`src/rtl/pulse_train.sv`:
```
// Pulse-train generator: emits bursts of count pulses, or a continuous train
// until stop. Each pulse is max(high_len,1) cycles high followed by
// max(low_len,1) cycles low. Every output comes straight from a flop.
module pulse_train #(
  parameter int unsigned W = 8
) (
  input  logic         clock,
  input  logic         reset,
  input  logic         start,
  input  logic         stop,
  input  logic         mode,
  input  logic [W-1:0] high_len,
  input  logic [W-1:0] low_len,
  input  logic [W-1:0] count,
  output logic         signal,
  output logic         busy,
  output logic         done,
  output logic [W-1:0] pulses
);

  typedef enum logic [1:0] {StIdle, StHigh, StLow} state_e;

  state_e       state_q, state_d;
  logic [W-1:0] timer_q, timer_d;
  // Phase lengths are stored as (effective length - 1) so the timer can
  // count down to zero and a programmed 0 behaves like 1.
  logic [W-1:0] hm1_q, hm1_d;
  logic [W-1:0] lm1_q, lm1_d;
  logic [W-1:0] count_q, count_d;
  logic         mode_q, mode_d;
  logic [W-1:0] pulses_q, pulses_d;
  logic         signal_q, signal_d;
  logic         busy_q, busy_d;
  logic         done_q, done_d;

  logic         accept;
  logic         empty_burst;
  logic         burst_end;
  logic         pulse_inc;
  logic [W-1:0] start_hm1;
  logic [W-1:0] start_lm1;

  assign start_hm1 = (high_len == '0) ? '0 : high_len - 1'b1;
  assign start_lm1 = (low_len == '0) ? '0 : low_len - 1'b1;

  // State and registered outputs, synchronous reset.
  always_ff @(posedge clock) begin
    if (reset) begin
      state_q  <= StIdle;
      timer_q  <= '0;
      hm1_q    <= '0;
      lm1_q    <= '0;
      count_q  <= '0;
      mode_q   <= 1'b0;
      pulses_q <= '0;
      signal_q <= 1'b0;
      busy_q   <= 1'b0;
      done_q   <= 1'b0;
    end else begin
      state_q  <= state_d;
      timer_q  <= timer_d;
      hm1_q    <= hm1_d;
      lm1_q    <= lm1_d;
      count_q  <= count_d;
      mode_q   <= mode_d;
      pulses_q <= pulses_d;
      signal_q <= signal_d;
      busy_q   <= busy_d;
      done_q   <= done_d;
    end
  end

  // Next-state, phase timer and configuration latching.
  always_comb begin
    state_d     = state_q;
    timer_d     = timer_q;
    hm1_d       = hm1_q;
    lm1_d       = lm1_q;
    count_d     = count_q;
    mode_d      = mode_q;
    accept      = 1'b0;
    empty_burst = 1'b0;
    burst_end   = 1'b0;
    pulse_inc   = 1'b0;
    unique case (state_q)
      StIdle: begin
        // stop overrides start here.
        if (start && !stop) begin
          if (mode || (count != '0)) begin
            accept  = 1'b1;
            hm1_d   = start_hm1;
            lm1_d   = start_lm1;
            count_d = count;
            mode_d  = mode;
            timer_d = start_hm1;
            state_d = StHigh;
          end else begin
            empty_burst = 1'b1;
          end
        end
      end
      StHigh: begin
        if (stop) begin
          state_d = StIdle;
        end else if (timer_q == '0) begin
          pulse_inc = 1'b1;
          timer_d   = lm1_q;
          state_d   = StLow;
        end else begin
          timer_d = timer_q - 1'b1;
        end
      end
      StLow: begin
        if (stop) begin
          state_d = StIdle;
        end else if (timer_q == '0) begin
          // pulses_q already includes the high phase that just finished.
          if (!mode_q && (pulses_q == count_q)) begin
            burst_end = 1'b1;
            state_d   = StIdle;
          end else begin
            timer_d = hm1_q;
            state_d = StHigh;
          end
        end else begin
          timer_d = timer_q - 1'b1;
        end
      end
      default: state_d = StIdle;
    endcase
  end

  // Next values of the registered outputs.
  always_comb begin
    signal_d = (state_d == StHigh);
    busy_d   = (state_d != StIdle);
    done_d   = empty_burst | burst_end;
    pulses_d = pulses_q;
    if (accept) begin
      pulses_d = '0;
    end else if (pulse_inc) begin
      pulses_d = pulses_q + 1'b1;
    end
  end

  assign signal = signal_q;
  assign busy   = busy_q;
  assign done   = done_q;
  assign pulses = pulses_q;

endmodule

```
`config.mk`:
```
export PLATFORM = sky130hd
export DESIGN_NAME = pulse_train
export DESIGN_NICKNAME = d
export VERILOG_FILES = /design/src/rtl/pulse_train.sv
export SDC_FILE = /design/constraint.sdc
export NUM_CORES = 1
export LEC_CHECK = 0
export CAP_MARGIN = 20
export CORE_MARGIN = 2
export CORE_UTILIZATION = 54
export CTS_BUF_LIST = sky130_fd_sc_hd__clkbuf_16
export DETAILED_ROUTE_END_ITERATION = 8
export PLACE_DENSITY_LB_ADDON = 0.08
export REMOVE_ABC_BUFFERS = 1
export SYNTH_ARGS = -nofsm -noshare
export SYNTH_HDL_FRONTEND = slang
export SYNTH_SLANG_ARGS = --single-unit
```
`constraint.sdc`:
```
create_clock -name clock -period 5.1 [get_ports clock]
set_clock_uncertainty 0.1 [all_clocks]
set_input_delay 0.765 -clock clock [delete_from_list [all_inputs] [get_ports clock]]
set_output_delay 0.765 -clock clock [all_outputs]
set_load 0.05 [all_outputs]
```
==> impl_results.md <==
* GPL Wtd Cong at 0.891
* Critical path capture point type: register
* Post_cts resized at 0
* DR WL/cell at 15.8 um
* Initial DRC count at 173
* Total inserted antenna cells at 0
* Unique cell type count in the Yosys netlist at 51
* Number of cell rows at 25
* Die ar. at 5630 sq um
* Post-Syn Instances at 329
* Max Cap Violations at 0
* PortBufs at 39
* Die Height at 75.1 um
* Worst setup SP type: primary input
* Clk buf depth at 2
* Post-synth top cells: 46 x dfxtp_1, 27 x nor2_1, 25 x nand2_1
* Number of synthesized flops with an enable pin at 0
* Yosys reg bits at 46
* Avg Synthesized Cell Area at 8.29 sq um
* First-pass GRT wire length at 11.2 mm
* # IOs at 40
* Initial core utilization at 57.0%
* Placed Cells at 423
* Worst hold slack at 0.367 ns
* Mapped Area at 2730 sq um
* Most frequent cell after synthesis: dfxtp_1
* Critical path data required time at 5.23 ns
* Reg2Reg Setup Slack at 2.34 ns
* Chip width at 75.1 um
* Tot GR Track Use at 25.4%
* Critical-path top delay cell: or4_1
* Largest net degree at the start of global routing at 29
* H-tree depth at 2
* Final min period at 3.04 ns
* Number of fill cells in the layout at 407
* Worst skew pair latency at 0.28 ns
* YS warnings at 0
* Worst VDD drop at 0.180 mV
* Outcome: finished, final reports clean
* Max Slew Vio Count at 0
* Root buffer cell: clkbuf_16
* Setup CP Type: in -> reg
* Post-synth top area share at 33.8%
* Via count at 2613
* Crit path max fanout at 13
* Worst hold-check path type: reg -> reg
* Pwr Density at 313 nW/um^2
* Area grow syn2layout at 21.3%
* Leading register cell type out of synthesis: dfxtp_1
* Crit path cell chain: clkdlybuf4s50_1, or4_1, nor3_1, nor2_1, nor2_1, a22o_1
* Crit path DAT at 3.16 ns
* Sequential share of the synthesized area at 33.8%
* Top post-synthesis cells by area: dfxtp_1 34%, xnor2_1 5.5%, ha_1 4.6%
* Final ANT Viol Nets at 0
* Number of global-route vias before repair at 2399
* Worst hold stages at 2
* Static Leakage at 1.14 nW
* Final setup TNS at 0 ns
* Slew HR at 41.2%
* Non-Filler Instances at 431
* Cts hold-fix bufs at 0
* DRC violations left at 0
* Antenna violations before repair at 0
* Global route overflow at 0
* DP HPWL at 5.01 mm
* Layout cells sized above 1 at 4.95%
* Cell taking the most area after synthesis: dfxtp_1
* Slew @ Worst Pin at 0.878 ns
* Worst path most repeated cell: nor2_1
* Core area at 4790 sq um
* Reg2Reg Depth at 7
* Period utilisation layout at 59.6%
* CP peak stage delay at 0.61 ns
* Clock transition at path regs at 0.06 ns
* Util after Layout at 69.1%
* Sinks on Clock Net at 46
* Final setup fails at 0
* NumNets Final at 402
* Post-CTS Setup Bufs at 0
* Via-to-Cell Ratio at 6.06
* CTS tree: built
* Unrepaired setup endpoints after global routing: false
* Final hold vios at 0
* Max Clk Rate at 329 MHz
* DRT Wirelength at 6.83 mm
* Post-synth ARST share at 0%
* Inserted Clock Buffers at 5
* Drt pass-1 iters at 5
[cell usage in the layout (no fill, tap or decap), types with 5 or more instances in the layout]
| master | count |
|---|---|
| a221oi_1 | 6 |
| o41ai_1 | 9 |
| a21oi_1 | 22 |
| clkbuf_16 | 5 |
| nor2b_1 | 6 |
| dfxtp_1 | 46 |
| nand2_1 | 25 |
| nand3_1 | 7 |
| inv_1 | 16 |
| clkdlybuf4s50_1 | 39 |
| o2bb2ai_1 | 6 |
| nor4_1 | 5 |
| o221ai_1 | 6 |
| o21ai_0 | 16 |
| ha_1 | 10 |
| nand2b_1 | 5 |
| nor2_1 | 27 |
| xor2_1 | 11 |
| or3_1 | 6 |
| nor3_1 | 16 |
| xnor2_1 | 17 |
| nand4_1 | 6 |
[cell type report]
cell class,instances,area [sq um],share of cell area (%)
well taps,67,83.8,2.53
clock inverters,3,16.3,0.492
repair buffers,42,413,12.5
inverters,15,56.3,1.70
multi-input cells,253,1690,51.2
flip-flops and latches,46,921,27.8
clock buffers,5,125,3.78
[logic make-up (layout without fill, tap and decap cells)]
logic type	Yosys count	in the layout	share of synthesized area [%]
adder cells (fa/ha/maj)	10	10	4.59
AO/OA/AOI/OAI	90	90	23.5
multiplexers	4	4	1.47
buffers and inverters	30	65	4.18
flip-flops	46	46	33.8
AND/OR/NAND/NOR	121	121	23.5
XOR/XNOR	28	28	8.99
[per-stage QoR]
stage / instance area (sq um) / worst slack [ns] / power (mW)
floorplan: 2670 / 2.41 / 0.624
global placement: 3170 / 1.92 / 0.718
detailed placement: 3170 / 1.79 / 0.723
CTS: 3310 / 2.09 / 1.04
global route: 3310 / 1.94 / 1.09
finish: 3310 / 2.06 / 1.04
[final timing paths]
path                        endpoint               startpoint
max          count_q[2]$_SDFFE_PP0P_                 count[4]
min            hm1_q[2]$_SDFFE_PP0P_    hm1_q[2]$_SDFFE_PP0P_
max reg2reg  timer_q[7]$_SDFFE_PP0P_  timer_q[0]$_SDFFE_PP0P_
min reg2reg    hm1_q[2]$_SDFFE_PP0P_    hm1_q[2]$_SDFFE_PP0P_
[state kept, by name, summed over array words and instances, names as in the netlist]
name	count
signal	1
lm1_q	8
count_q	8
pulses	8
timer_q	8
mode_q	1
state_q	2
hm1_q	8
done	1
busy	1
[worst max-delay path: cells and delay by family]
kind            cells  cell delay, ns
compound gates      1            0.24
simple gates        4            1.71
buf+inv             1            0.44
[power breakdown]
group	internal, mW	leakage [nW]	switching, mW
logic	0.116	0.694	0.189
registers	0.387	0.375	0.0302
clock network	0.180	0.0730	0.134
[routing by layer]
metal,up-vias,GRT usage [%],part of all wire [%]
met3,9,4.42,4.3
met1,1227,34.5,47
met2,84,42.0,48
met4,0,5.95,0.85
met5,-,0,0
li1,1293,-,-
Note: power is estimated with default switching activity, not from simulation.
